==> src/rtl/output_port_tx_pkg.sv <==
// Shared router definitions: flit typing, transmit FSM states
// and default link sizing used by both ends of a router link.
package output_port_tx_pkg;

  localparam int DATA_WIDTH_DEF = 16;
  localparam int DEPTH_DEF      = 5;
  localparam int FLIT_TYPE_MSB  = DATA_WIDTH_DEF - 1;
  localparam int FLIT_TYPE_LSB  = DATA_WIDTH_DEF - 2;

  typedef enum logic [1:0] {
    FLIT_BODY      = 2'b00,
    FLIT_HEAD      = 2'b01,
    FLIT_TAIL      = 2'b10,
    FLIT_HEAD_TAIL = 2'b11
  } flit_type_t;

  typedef enum logic {
    TX_IDLE   = 1'b0,
    TX_ACTIVE = 1'b1
  } tx_state_t;

  // Legal flit types for the current wormhole state.
  function automatic logic proto_ok(
    input tx_state_t  s,
    input flit_type_t t
  );
    if (s == TX_IDLE)
      return (t == FLIT_HEAD) || (t == FLIT_HEAD_TAIL);
    return (t == FLIT_BODY) || (t == FLIT_TAIL);
  endfunction

endpackage

==> src/rtl/output_port_tx_credit_counter.sv <==
// Free-slot counter for the downstream buffer: up/down,
// saturating at DEPTH, sticky flag on an excess credit return.
module output_port_tx_credit_counter #(
  parameter int DEPTH     = 5,
  parameter int CNT_WIDTH = $clog2(DEPTH + 1)
) (
  input  logic                 clk,
  input  logic                 reset,
  input  logic                 dec_i,
  input  logic                 inc_i,
  output logic [CNT_WIDTH-1:0] count_o,
  output logic                 err_o
);

  localparam logic [CNT_WIDTH-1:0] MAX = CNT_WIDTH'(DEPTH);
  localparam logic [CNT_WIDTH-1:0] ONE = CNT_WIDTH'(1);

  logic [CNT_WIDTH-1:0] cnt_q, cnt_d;
  logic                 err_q, err_d;

  always_comb begin
    cnt_d = cnt_q;
    err_d = err_q;
    unique case ({dec_i, inc_i})
      2'b10: cnt_d = cnt_q - ONE;
      2'b01: begin
        if (cnt_q == MAX) err_d = 1'b1;
        else              cnt_d = cnt_q + ONE;
      end
      default: ;
    endcase
  end

  always_ff @(posedge clk or negedge reset) begin
    if (!reset) begin
      cnt_q <= MAX;
      err_q <= 1'b0;
    end else begin
      cnt_q <= cnt_d;
      err_q <= err_d;
    end
  end

  assign count_o = cnt_q;
  assign err_o   = err_q;

endmodule

==> src/rtl/output_port_tx.sv <==
// Router output port, transmit side: 2-entry staging FIFO,
// credit-gated send and wormhole packet tracking.
module output_port_tx
  import output_port_tx_pkg::*;
#(
  parameter int DATA_WIDTH = DATA_WIDTH_DEF,
  parameter int DEPTH      = DEPTH_DEF,
  parameter int CNT_WIDTH  = $clog2(DEPTH + 1)
) (
  input  logic                  clk,
  input  logic                  reset,
  input  logic                  in_valid_i,
  input  logic [DATA_WIDTH-1:0] in_data_i,
  output logic                  in_ready_o,
  output logic                  tx_write_o,
  output logic [DATA_WIDTH-1:0] tx_data_o,
  input  logic                  credit_i,
  output logic [CNT_WIDTH-1:0]  credits_o,
  output logic                  locked_o,
  output logic                  credit_err_o,
  output logic                  proto_err_o
);

  logic [DATA_WIDTH-1:0] mem_q [2];
  logic [DATA_WIDTH-1:0] mem_d [2];
  logic                  wr_ptr_q, wr_ptr_d;
  logic                  rd_ptr_q, rd_ptr_d;
  logic [1:0]            cnt_q, cnt_d;

  logic                  tx_write_q, tx_write_d;
  logic [DATA_WIDTH-1:0] tx_data_q, tx_data_d;
  tx_state_t             state_q, state_d;
  logic                  proto_err_q, proto_err_d;

  logic                  full, empty, push, send;
  logic [DATA_WIDTH-1:0] head;
  flit_type_t            head_type;
  logic [CNT_WIDTH-1:0]  credits;

  assign full      = (cnt_q == 2'd2);
  assign empty     = (cnt_q == 2'd0);
  assign push      = in_valid_i & ~full;
  assign send      = ~empty & (credits != '0);
  assign head      = mem_q[rd_ptr_q];
  assign head_type = flit_type_t'(head[DATA_WIDTH-1 -: 2]);

  always_comb begin
    mem_d    = mem_q;
    wr_ptr_d = wr_ptr_q;
    rd_ptr_d = rd_ptr_q;
    cnt_d    = cnt_q;
    if (push) begin
      mem_d[wr_ptr_q] = in_data_i;
      wr_ptr_d        = ~wr_ptr_q;
    end
    if (send) rd_ptr_d = ~rd_ptr_q;
    unique case ({push, send})
      2'b10:   cnt_d = cnt_q + 2'd1;
      2'b01:   cnt_d = cnt_q - 2'd1;
      default: ;
    endcase
  end

  // Illegal flits are flagged but still forwarded untouched.
  always_comb begin
    tx_write_d  = send;
    tx_data_d   = send ? head : tx_data_q;
    state_d     = state_q;
    proto_err_d = proto_err_q;
    if (send) begin
      if (!proto_ok(state_q, head_type)) proto_err_d = 1'b1;
      unique case (1'b1)
        (state_q == TX_IDLE) && (head_type == FLIT_HEAD):
          state_d = TX_ACTIVE;
        (state_q == TX_ACTIVE) && (head_type == FLIT_TAIL):
          state_d = TX_IDLE;
        default: ;
      endcase
    end
  end

  always_ff @(posedge clk or negedge reset) begin
    if (!reset) begin
      mem_q       <= '{default: '0};
      wr_ptr_q    <= 1'b0;
      rd_ptr_q    <= 1'b0;
      cnt_q       <= 2'd0;
      tx_write_q  <= 1'b0;
      tx_data_q   <= '0;
      state_q     <= TX_IDLE;
      proto_err_q <= 1'b0;
    end else begin
      mem_q       <= mem_d;
      wr_ptr_q    <= wr_ptr_d;
      rd_ptr_q    <= rd_ptr_d;
      cnt_q       <= cnt_d;
      tx_write_q  <= tx_write_d;
      tx_data_q   <= tx_data_d;
      state_q     <= state_d;
      proto_err_q <= proto_err_d;
    end
  end

  output_port_tx_credit_counter #(
    .DEPTH     (DEPTH),
    .CNT_WIDTH (CNT_WIDTH)
  ) u_credit (
    .clk     (clk),
    .reset   (reset),
    .dec_i   (send),
    .inc_i   (credit_i),
    .count_o (credits),
    .err_o   (credit_err_o)
  );

  assign in_ready_o  = ~full;
  assign tx_write_o  = tx_write_q;
  assign tx_data_o   = tx_data_q;
  assign credits_o   = credits;
  assign locked_o    = (state_q == TX_ACTIVE);
  assign proto_err_o = proto_err_q;

endmodule

==> config.mk <==
export PLATFORM = sky130hd
export DESIGN_NAME = output_port_tx
export DESIGN_NICKNAME = d
export VERILOG_FILES = /design/src/rtl/output_port_tx_pkg.sv /design/src/rtl/output_port_tx_credit_counter.sv /design/src/rtl/output_port_tx.sv
export SDC_FILE = /design/constraint.sdc
export NUM_CORES = 1
export LEC_CHECK = 0
export BUFFER_PORTS_ARGS = -buffer_cell sky130_fd_sc_hd__buf_2
export CORE_ASPECT_RATIO = 1.1
export CORE_MARGIN = 10
export CORE_UTILIZATION = 59
export DETAILED_ROUTE_END_ITERATION = 8
export PLACE_DENSITY = 0.82
export RECOVER_POWER = 100
export REMOVE_ABC_BUFFERS = 1
export SLEW_MARGIN = 5
export SYNTH_ARGS = -nofsm -noshare
export SYNTH_HDL_FRONTEND = slang
export SYNTH_HIERARCHICAL = 1
export SYNTH_SLANG_ARGS = --single-unit
==> constraint.sdc <==
create_clock -name clk -period 5 [get_ports clk]
set_clock_uncertainty 0.1 [all_clocks]
set_input_delay 0.75 -clock clk [delete_from_list [all_inputs] [get_ports clk]]
set_output_delay 0.75 -clock clk [all_outputs]
set_load 0.05 [all_outputs]
==> results of run 1 <==
==> synthesized netlist by cell type <==
cell type,count
sky130_fd_sc_hd__dfstp_2,2
sky130_fd_sc_hd__o21bai_1,1
sky130_fd_sc_hd__o32ai_2,1
sky130_fd_sc_hd__and2b_2,1
sky130_fd_sc_hd__clkbuf_1,2
sky130_fd_sc_hd__nand2_1,18
sky130_fd_sc_hd__mux2i_1,17
sky130_fd_sc_hd__nor3_1,2
sky130_fd_sc_hd__a31o_1,1
sky130_fd_sc_hd__nor2b_4,1
sky130_fd_sc_hd__xor2_1,2
sky130_fd_sc_hd__o21ai_1,2
sky130_fd_sc_hd__buf_6,2
sky130_fd_sc_hd__nand3_2,1
sky130_fd_sc_hd__a221oi_1,1
sky130_fd_sc_hd__a21oi_1,4
sky130_fd_sc_hd__buf_2,3
sky130_fd_sc_hd__inv_1,4
sky130_fd_sc_hd__buf_4,1
sky130_fd_sc_hd__nand2b_1,1
sky130_fd_sc_hd__dfrtp_1,57
sky130_fd_sc_hd__nand2b_4,1
sky130_fd_sc_hd__nor2_1,3
sky130_fd_sc_hd__ha_1,1
sky130_fd_sc_hd__a31o_2,1
sky130_fd_sc_hd__nor2b_1,1
sky130_fd_sc_hd__o22ai_1,1
sky130_fd_sc_hd__a21o_1,1
sky130_fd_sc_hd__fa_1,1
sky130_fd_sc_hd__xnor2_1,4
sky130_fd_sc_hd__mux2_4,10
sky130_fd_sc_hd__mux2_2,23
sky130_fd_sc_hd__o21ai_0,16
sky130_fd_sc_hd__and3b_1,1
==> final cells by class <==
cell class              count  area [um^2]  area share, %
well taps                  52         65.1           2.26
flip-flops and latches     59         1480           51.3
clock inverters             1         5.00          0.174
repair buffers             45          193           6.69
inverters                   4         15.0          0.521
multi-input cells         117          937           32.5
clock buffers              15          186           6.47
==> layout by cell type (no fill, tap or decap), types with 2 or more instances in the layout <==
master and instances:
sky130_fd_sc_hd__nand2b_1 2, sky130_fd_sc_hd__a21oi_1 4, sky130_fd_sc_hd__xor2_1 2, sky130_fd_sc_hd__dfrtp_1 57
sky130_fd_sc_hd__clkbuf_8 13, sky130_fd_sc_hd__mux2_1 10, sky130_fd_sc_hd__inv_1 4, sky130_fd_sc_hd__o21ai_0 18
sky130_fd_sc_hd__mux2_2 23, sky130_fd_sc_hd__nand2_1 18, sky130_fd_sc_hd__nor2_1 3, sky130_fd_sc_hd__xnor2_1 4
sky130_fd_sc_hd__buf_2 19, sky130_fd_sc_hd__mux2i_1 17, sky130_fd_sc_hd__nor3_1 2, sky130_fd_sc_hd__clkbuf_1 28
sky130_fd_sc_hd__dfstp_2 2
==> routing by layer <==
layer / share of wire [%] / global-route usage (%) / wire [um] / vias up
li1: - / - / - / 756
met1: 41 / 15.5 / 1950 / 768
met2: 48 / 22.6 / 2320 / 43
met3: 8.0 / 6.59 / 385 / 16
met4: 3.0 / 7.46 / 145 / 0
met5: 0 / 0 / 0 / -
==> stage by stage <==
stage	util, %	instances	area [um^2]
5_1_grt	71.0	293	2880
2_1_floorplan	-	180	2490
4_1_cts	73.7	293	2990
3_3_place_gp	69.0	277	2800
3_5_place_dp	69.0	277	2800
6_report	71.0	293	2880
==> worst reg2reg max path: cells and delay by family (launching register included) <==
| kind | cells | cell delay [ns] |
|---|---|---|
| AOI/OAI and AO/OA | 2 | 0.58 |
| adders and majority gates | 1 | 0.42 |
| buffers and inverters | 3 | 1.46 |
| DFF | 1 | 0.45 |
| muxes | 1 | 0.28 |
| and+or+nand+nor | 1 | 0.24 |
==> flip-flops by register name, indices dropped and copies added, names as in the netlist <==
name / flops
tx_data_o: 16
wr_ptr_q: 1
rd_ptr_q: 1
mem_q: 32
tx_write_o: 1
locked_o: 1
u_credit/count_o: 3
u_credit/err_o: 1
proto_err_o: 1
cnt_q: 2
==> how the worst min path moves through the flow <==
stage | end | slack [ns]
6_report | proto_err_o | 0.37
5_1_grt | proto_err_o | 0.38
4_1_cts | proto_err_o | 0.37
3_5_place_dp | proto_err_o | 0.36
3_3_place_gp | proto_err_o | 0.34
2_1_floorplan | cnt_q[0] | 0.35
==> cell families after synthesis <==
group / after synthesis / share of synthesized area (%)
and+or+nand+nor: 30 / 6.15
DFF: 59 / 58.2
muxes: 50 / 22.8
buffers and inverters: 12 / 2.66
adders and majority gates: 2 / 1.28
AOI/OAI and AO/OA: 29 / 6.84
xor gates and xnor gates: 6 / 2.07
==> parameters.txt, run 1 <==
Parameter                              Value

Status
  Outcome    finished with violations
  Violated checks    capacitance limit, slew limit

Clocking
  Number of buffers added by the clock tree synthesis step    9
  TritonCTS clock tree    yes
  Buffer cell driving the clock tree root    sky130_fd_sc_hd__clkbuf_8
  Clock latency of the later-clocked register in the worst-skew pair    0.33 ns
  Reg clk slew, reported paths    0.07 ns
  Number of buffers inserted by post-CTS setup repair    0
  Number of clock sinks seen by CTS    59
  Number of buffers on the longest clock path    2
  Count of instances resized after the clock tree is built    0
  Number of buffers added to fix hold violations after cts    0
  H-tree Lvls    3

Logic synthesis
  Area share of the largest cell type after synthesis    56.1%
  Per-instance average area after synthesis    13.5 um^2
  Number of warning messages in the yosys log    6
  Top post-synthesis cells by area    sky130_fd_sc_hd__dfrtp_1, sky130_fd_sc_hd__mux2_2, sky130_fd_sc_hd__mux2i_1
  Cell type with the largest total area after synthesis    sky130_fd_sc_hd__dfrtp_1
  Netlist cell types    34
  Seq/Total Area, Yosys    58.2%
  Synth Register Bits    59
  Summed instance area of the synthesized netlist    0.00254 mm^2
  Syn Inst Count    188

GRT
  Vias in the first global route    1653
  Total congestion overflow    0
  First-pass GRT wire length    7840 um
  GRT Total Usage    14.2%
  Maximum number of pins on one net before global-route repair    60
  Initial antenna violation count    0

Timing
  Hold violation total from the final report    0
  Final critical-path setup slack    1.38 ns
  Final-report max-slew violation count    60
  Worst relative slew slack    -102%
  Final-layout worst hold slack    0.371 ns
  Final TNS setup    0 ns
  Unrepaired setup endpoints after global routing    no
  Upper clock frequency limit    276 MHz
  Worst Tran Pin Value    3.03 ns
  Number of endpoints failing setup at the final stage    0
  Min Clock Period, post-route    3.62 ns
  Final period utilization    72.4%

Critical path
  Element type at the critical path start    flop
  Maximum cell stage delay along the critical path    0.96 ns
  Critical path's most frequent cell    sky130_fd_sc_hd__inv_1
  Data arrival time of the worst path    3.76 ns
  Levels on crit path    8
  Total buffers and inverters traversed by the critical path    3
  CP max FO    35
  Cell with the biggest individual delay on the critical path    sky130_fd_sc_hd__clkbuf_1
  Endpoint of the most critical register-to-register path    u_credit/count_o[2]
  Worst setup slack for register-to-register paths    1.38 ns
  CP Capture Type    flop
  Timing endpoint of the critical path    u_credit/count_o[2]
  Data required, critical path    5.13 ns
  Class of the most critical setup path    flop to flop
  Worst path cell trace    o32ai_1 -> clkbuf_1 -> inv_1 -> nor2b_4 -> inv_1 -> fa_1 -> mux2_2 -> a221oi_1
  Critical Path Source    u_credit/count_o[1]
  Length in cells of the worst reg-to-reg path    8
  Cell family contributing the most delay on the critical path    buffers and inverters
  Launch point of the worst reg-to-reg path    u_credit/count_o[1]

Detailed routing
  Number of DRC violations after detailed routing    0
  Via density per instance    5.40
  Detailed-route wire length per cell    16.4 um
  Remaining antenna violation count after routing    0
  Router iterations before antenna repair    5
  Total number of vias    1583
  Number of violations reported at the end of detailed-routing iteration 0    28
  WL final    4800 um

Floorplanning
  Number of primary I/O pins    44
  Starting utilization of the core area    62.7%
  Row count    24
  Die Footprint    0.00734 mm^2
  Core area    0.00405 mm^2
  Overall die width    82.6 um
  Height of the die    88.8 um

Layout
  # nets final    258
  Antenna cell count    0
  Total of fill cells in the finished design    314
  Area growth from synthesis to layout    13.3%
  Share of final-layout standard cells stronger than drive strength 1    25.3%

Hold path
  Start point of the worst hold path    proto_err_o
  Hold Path Depth    1
  Worst Hold Class    flop to flop

Placement
  Buffers on Ports    43
  Final HPWL DP    3290 um
  RD Place Congestion    0.820
  Setup slack at placement    2.26 ns

Run
  Total of max-cap violations    1
Power of run 1 is left out: the tool's default activity adds up to more than one toggle a clock period on the data nets, which glitch-free logic cannot reach.
==> inputs of run 2 (changes only) <==
--- a/config.mk
+++ b/config.mk
@@ -8,9 +8,9 @@
 export BUFFER_PORTS_ARGS = -buffer_cell sky130_fd_sc_hd__buf_2
 export CORE_ASPECT_RATIO = 1.1
 export CORE_MARGIN = 10
-export CORE_UTILIZATION = 59
+export CORE_UTILIZATION = 55
 export DETAILED_ROUTE_END_ITERATION = 8
-export PLACE_DENSITY = 0.82
+export PLACE_DENSITY = 0.78
 export RECOVER_POWER = 100
 export REMOVE_ABC_BUFFERS = 1
 export SLEW_MARGIN = 5
==> constraint.sdc (replaced) <==
create_clock -name clk -period 3.8 [get_ports clk]
set_clock_uncertainty 0.1 [all_clocks]
set_input_delay 0.57 -clock clk [delete_from_list [all_inputs] [get_ports clk]]
set_output_delay 0.57 -clock clk [all_outputs]
set_load 0.05 [all_outputs]
==> run 2 against run 1 <==
Effect of this change: the run still ends with capacitance limit, slew limit left; sequential share of layout area is 0.27 points higher; worst hold slack better by 0.0028 ns; final cell count is 0.68% higher; register-to-register slack worse by 0.18 ns; count of clock-buffer cells in the layout is 2 lower; flip-flop and latch count stayed put; die area is 5.6% higher; non-clock buffer count stayed put; routed wire length is 2.8% higher; global-route usage is 0.74 points lower; highest routed layer unchanged.
==> parameters.txt, run 2 (synthesized netlist as in run 1, its figures left out) <==
Parameter                              Value

Status
  Outcome    finished with violations
  Violated checks    capacitance limit, slew limit

Clocking
  Number of buffers inserted by post-CTS setup repair    0
  Buffer cell driving the clock tree root    sky130_fd_sc_hd__clkbuf_8
  Reg clk slew, reported paths    0.06 ns
  Number of buffers added by the clock tree synthesis step    9
  Number of buffers added to fix hold violations after cts    0
  H-tree Lvls    3
  Number of clock sinks seen by CTS    59
  Number of buffers on the longest clock path    2
  TritonCTS clock tree    yes
  Clock latency of the later-clocked register in the worst-skew pair    0.33 ns
  Count of instances resized after the clock tree is built    0

Floorplanning
  Core area    0.00438 mm^2
  Overall die width    84.8 um
  Starting utilization of the core area    58.0%
  Number of primary I/O pins    44
  Die Footprint    0.00774 mm^2
  Row count    25
  Height of the die    91.3 um

GRT
  Vias in the first global route    1738
  GRT Total Usage    13.5%
  Maximum number of pins on one net before global-route repair    37
  Total congestion overflow    0
  Initial antenna violation count    0
  First-pass GRT wire length    8510 um

Critical path
  Class of the most critical setup path    flop to flop
  CP Capture Type    flop
  CP max FO    8
  Element type at the critical path start    flop
  Data arrival time of the worst path    2.73 ns
  Data required, critical path    3.93 ns

Run
  Total of max-cap violations    1

Detailed routing
  Total number of vias    1552
  Detailed-route wire length per cell    16.7 um
  Number of violations reported at the end of detailed-routing iteration 0    142
  Via density per instance    5.26
  Remaining antenna violation count after routing    0
  Number of DRC violations after detailed routing    0
  Router iterations before antenna repair    4
  WL final    4930 um

Timing
  Final period utilization    68.6%
  Unrepaired setup endpoints after global routing    no
  Number of endpoints failing setup at the final stage    0
  Worst relative slew slack    -25.2%
  Worst Tran Pin Value    1.88 ns
  Final-report max-slew violation count    37
  Final TNS setup    0 ns
  Upper clock frequency limit    384 MHz
  Hold violation total from the final report    0
  Final-layout worst hold slack    0.373 ns
  Final critical-path setup slack    1.19 ns
  Min Clock Period, post-route    2.61 ns

Layout
  Flip-flop count of the largest register after layout    32
  # nets final    258
  Share of final-layout standard cells stronger than drive strength 1    24.1%
  Area growth from synthesis to layout    12.8%
  Most frequent cells in the layout    sky130_fd_sc_hd__dfrtp_1, sky130_fd_sc_hd__clkbuf_1, sky130_fd_sc_hd__mux2_2
  Leading cell type in the layout, fill and taps excluded    sky130_fd_sc_hd__dfrtp_1
  Register name with the most flops    mem_q
  Antenna cell count    0
  Finished Layout Cells    295
  Total of fill cells in the finished design    373

Placement
  Instance count after placement with tap cells included    279
  Final HPWL DP    3400 um
  Buffers on Ports    43
  RD Place Congestion    0.815
  Setup slack at placement    1.43 ns

Hold path
  Worst Hold Class    flop to flop
run 2: cell count changes in the layout (fill, tap and decap cells not counted), sizes merged:
| cell | before | now |
|---|---|---|
| clkinv | 1 | 2 |
| clkbuf | 41 | 39 |
| bufinv | 0 | 1 |
run 2: final cells by class:
| class | count | area (um^2) | share of cell area (%) |
|---|---|---|---|
| clock inverters | 3 | 40.0 | 1.40 |
| multi-input cells | 117 | 930 | 32.4 |
| flip-flops and latches | 59 | 1480 | 51.6 |
| clock buffers | 13 | 139 | 4.85 |
| repair buffers | 45 | 195 | 6.81 |
| well taps | 54 | 67.6 | 2.36 |
| inverters | 4 | 15.0 | 0.524 |
run 2: final timing paths:
kind                            cells after the start                   to                 from  slack [ns]
worst max-delay path                                7  u_credit/count_o[2]  u_credit/count_o[1]        1.19
worst min-delay path                                2         tx_data_o[5]         tx_data_o[5]        0.37
worst max register to register                      7  u_credit/count_o[2]  u_credit/count_o[1]        1.19
worst min register to register                      2         tx_data_o[5]         tx_data_o[5]        0.37
max in group asynchronous                           2  u_credit/count_o[0]                reset        1.72
min in group asynchronous                           1         tx_data_o[3]                reset        0.65
run 2: metal layers:
layer  up-vias  global-route usage (%)  share of wire, %
li1        750                       -                 -
met1       766                    15.8                44
met2        31                    22.2                51
met3         5                    4.65               4.3
met4         0                    5.08               1.1
met5         -                       0                 0
run 2: worst max-delay path: stages, from the launching register on:
cell and delay, ns:
sky130_fd_sc_hd__dfrtp_1 0.45, sky130_fd_sc_hd__o32ai_1 0.37, sky130_fd_sc_hd__inv_1 0.20, sky130_fd_sc_hd__nor2b_1 0.30, sky130_fd_sc_hd__inv_1 0.12, sky130_fd_sc_hd__fa_1 0.43
sky130_fd_sc_hd__mux2_2 0.28, sky130_fd_sc_hd__a221oi_1 0.25
run 2: metrics by stage:
| step | util [%] | area, um^2 |
|---|---|---|
| CTS | 68.0 | 2980 |
| global route | 65.4 | 2870 |
| finish | 65.4 | 2870 |
| floorplan | - | 2490 |
| detailed placement | 63.9 | 2800 |
| global placement | 63.9 | 2800 |
Power of run 2 is left out for the same reason.
